[config.mk]
export PLATFORM = sky130hd
export DESIGN_NAME = out_word_fifo
export DESIGN_NICKNAME = d
export VERILOG_FILES = /design/src/rtl/out_word_fifo.sv
export SDC_FILE = /design/constraint.sdc
export NUM_CORES = 1
export LEC_CHECK = 0
export ABC_AREA = 1
export BUFFER_PORTS_ARGS = -buffer_cell sky130_fd_sc_hd__buf_2
export CORE_ASPECT_RATIO = 1.25
export CORE_MARGIN = 2
export CORE_UTILIZATION = 55
export CTS_CLUSTER_SIZE = 24
export DETAILED_ROUTE_END_ITERATION = 10
export GPL_ROUTABILITY_DRIVEN = 0
export GPL_TIMING_DRIVEN = 0
export PLACE_DENSITY = 0.78
export SETUP_SLACK_MARGIN = 0.02
export SLEW_MARGIN = 40
export SYNTH_ARGS = -nofsm -noshare
export SYNTH_HDL_FRONTEND = slang
export SYNTH_SLANG_ARGS = --single-unit
[constraint.sdc]
create_clock -name clk_i -period 3.1 [get_ports clk_i]
set_input_delay 0.31 -clock clk_i [delete_from_list [all_inputs] [get_ports clk_i]]
set_output_delay 0.31 -clock clk_i [all_outputs]
set_load 0.02 [all_outputs]
[src/rtl/out_word_fifo.sv]
// rtl/out_word_fifo.sv - synchronous word FIFO with wrap-bit pointers and a combinational head
module out_word_fifo #(
  parameter int Width = 12,
  parameter int Depth = 4
) (
  input  logic             clk_i,
  input  logic             rst_ni,
  input  logic             push_i,
  input  logic             pop_i,
  input  logic [Width-1:0] data_i,
  output logic             full_o,
  output logic             empty_o,
  output logic [Width-1:0] head_o
);

  localparam int AW = $clog2(Depth);

  logic [Width-1:0] mem_q [Depth];
  logic [AW:0]      wr_ptr_q, wr_ptr_d;
  logic [AW:0]      rd_ptr_q, rd_ptr_d;
  logic             do_push, do_pop;

  // Equal indices with differing wrap bits means the writer has lapped the reader.
  assign empty_o = (wr_ptr_q == rd_ptr_q);
  assign full_o  = (wr_ptr_q[AW] != rd_ptr_q[AW]) &&
                   (wr_ptr_q[AW-1:0] == rd_ptr_q[AW-1:0]);

  assign do_push  = push_i && !full_o;
  assign do_pop   = pop_i && !empty_o;
  assign head_o   = mem_q[rd_ptr_q[AW-1:0]];
  assign wr_ptr_d = wr_ptr_q + (AW+1)'(do_push);
  assign rd_ptr_d = rd_ptr_q + (AW+1)'(do_pop);

  always_ff @(posedge clk_i or negedge rst_ni) begin
    if (!rst_ni) begin
      wr_ptr_q <= '0;
      rd_ptr_q <= '0;
    end else begin
      wr_ptr_q <= wr_ptr_d;
      rd_ptr_q <= rd_ptr_d;
    end
  end

  always_ff @(posedge clk_i) begin
    if (do_push) begin
      mem_q[wr_ptr_q[AW-1:0]] <= data_i;
    end
  end

endmodule

==> results.yml <==
power:
  p_leak_uw: 0.000950
  power_frac_seq_pct: 43.0
  pwr_density_cell_nw_per_um2: 1010
  switchingPower_uw: 985
  clockPowerShare_pct: 15.2
  p_comb_share_pct: 41.8
  sw_frac_of_total_pct: 39.8
  ir_drop_v: 0.000606
  p_int_uw: 1490
global_route:
  grt_antenna_before_repair: 0
  gr-total-overflow: 0
  grt_max_degree: 18
  grt_first_pass_wirelength_mm: 5.79
  grt_usage_pct: 19.3
  grt_pass1_vias: 1351
clock_tree:
  cts-root-buf: "clkbuf_8"
  cts_setup_buffers: 0
  numCtsBuffers: 5
  clock-sinks: 54
  clock_path_buffers: 2
  clkLatencyLatePin_ps: 310
  cts_tree: "yes"
  clkTransAtPathRegs_ps: 90
  cts_max_level: 2
placement:
  placed_cells: 225
  place_hpwl_mm: 2.56
  pre_cts_slack_ps: 1260
  io_buffers: 29
worst_setup_path:
  cp_top_family: "flip-flops"
  cpMostUsedCell: "buf_2"
  max_stage_delay_ps: 490
  cp.buffers_inverters: 2
  cp_slowest_cell: "dfrtp_1"
  crit_path_cell_trace: "buf_2, o21ai_0, o22ai_1, buf_2"
  critPathKind: "flip-flop to output port"
  worstPathArrival_ps: 1580
  path_max_fanout: 10
  crit_path_end_kind: "output port"
  required_ps: 2790
  cp-start-kind: "flip-flop"
outcome:
  status: "completed"
synth:
  syn_nets: 176
  synth_area_leader_cell: "edfxtp_1"
  yosysTopAreaCellShare_pct: 67.6
  synth_area_um2: 2130
  seq_area_frac_synth_pct: 74.6
  yosysUniqueCellTypes: 19
  avgSynthCellArea_um2: 13.7
  ys_ff_latch: 54
  synth_area_leaders: "edfxtp_1 68%, dfrtp_1 7.0%, o21ai_0 5.2%"
  synth_warnings: 0
  syn_inst: 156
timing:
  fmax_mhz: 529
  timing.setup.tns_ps: 0
  tightest_slew_ps: 726
  fin_crit_sh_pct: 61.0
  hold-worst-slack_ps: 214
  slew_headroom_pct: 51.5
  rsz0062_at_grt: "no"
  period_needed_ps: 1890
  slew_violations: 0
  worst_slack_ps: 1210
  hold_viol: 0
  setup_viol: 0
  skew_ps: 12.4
die:
  die_x_um: 59.7
  die_area_um2: 4400
  initial_core_util_pct: 56.8
  ios: 30
  rows: 25
  core_area_um2: 3750
  die_h_um: 73.6
cells_and_area:
  instances_no_fill: 234
  final_layout_size_suffix_gt1_share_pct: 27.3
  antenna_cells: 0
  nNetsFinal: 213
  area_delta_synth_final_pct: 14.3
detailed_routing:
  drc_errors: 0
  final_antenna_net_count: 0
  wl_per_cell_um: 16.2
  num_vias: 1345
  first_iter_violations: 67
  totalWireLength_mm: 3.80
  viasPerCell: 5.75
  drtPass1Iterations: 4
run:
  cap_violations: 0
hold_path:
  hold_class: "input port to flip-flop"
[state kept, by name, indices dropped and copies added, names as in the netlist]
| signal | cells |
|---|---|
| mem_q | 48 |
| rd_ptr_q | 3 |
| wr_ptr_q | 3 |
[kinds of logic after synthesis]
logic type / Yosys count / synth area share [%]
flops: 54 / 74.6
compound gates: 36 / 9.15
buf+inv: 17 / 4.34
simple gates: 42 / 7.98
fa+ha+maj: 4 / 2.35
xor+xnor: 3 / 1.58
[cells in the mapped netlist]
library cell,n
buf_2,3
buf_4,2
buf_6,2
dfrtp_1,6
edfxtp_1,48
ha_1,4
inv_1,8
inv_2,1
inv_4,1
nand2_1,11
nand2_2,1
nand3_2,1
nand3b_1,1
nor2_1,28
o21ai_0,22
o21ai_1,2
o22ai_1,12
xnor2_2,1
xor2_1,2
[layout by cell type (no fill, tap or decap), types with 5 or more instances in the layout]
cell and n:
edfxtp_1 48, dfrtp_1 6, clkbuf_8 5, nand2_1 11
buf_2 32, inv_1 8, o22ai_1 12, o21ai_0 22
nor2_1 24
[metal layers]
| metal | vias up | GRT usage, % | share of wire [%] |
|---|---|---|---|
| li1 | 631 | - | - |
| met1 | 656 | 19.4 | 37 |
| met2 | 46 | 33.0 | 55 |
| met3 | 12 | 5.46 | 4.7 |
| met4 | 0 | 14.1 | 3.3 |
| met5 | - | 0 | 0 |
[path summary, 6_finish.rpt]
check	start	endpoint	slack [ps]	depth (start not counted)
min	data_i[4]	mem_q[3][4]	210	1
max in group asynchronous	rst_ni	rd_ptr_q[1]	2620	2
min reg2reg	wr_ptr_q[2]	wr_ptr_q[2]	500	1
max	rd_ptr_q[1]	head_o[8]	1210	4
max reg2reg	rd_ptr_q[1]	mem_q[3][0]	1250	6
min in group asynchronous	rst_ni	wr_ptr_q[2]	340	2
[metrics by stage]
step                instance area (um^2)  util [%]  total power, uW
floorplan                           2130         -             1780
global placement                    2330      62.0             2060
finish                              2440      65.0             2470
detailed placement                  2340      62.3             2120
global route                        2440      65.0             2620
CTS                                 2440      65.0             2480
[layout make-up]
cell class | instances | area (um^2)
plain buffers | 7 | 52.6
clock buffers | 5 | 68.8
flip-flops and latches | 54 | 1590
inverters | 10 | 40.0
repair buffers | 30 | 155
fillers | 280 | 1320
multi-input cells | 85 | 459
well taps | 40 | 50.0
clock inverters | 3 | 21.3
[power by group through the flow]
stage | Combinational [uW] | Clock [uW] | Sequential [uW]
final | 1030 | 376 | 1060
after global routing | 1130 | 405 | 1080
after CTS | 1040 | 377 | 1060
after detailed placement | 1040 | 0 | 1080
after global placement | 993 | 0 | 1070
after floorplan | 720 | 0 | 1060
[timing repair]
| action | in CTS | in global routing |
|---|---|---|
| endpoints found under the hold margin | 6 | 0 |
| resized for setup | 0 | 0 |
| hold buffers | 1 | 0 |
(Power assumes the default switching activity.)
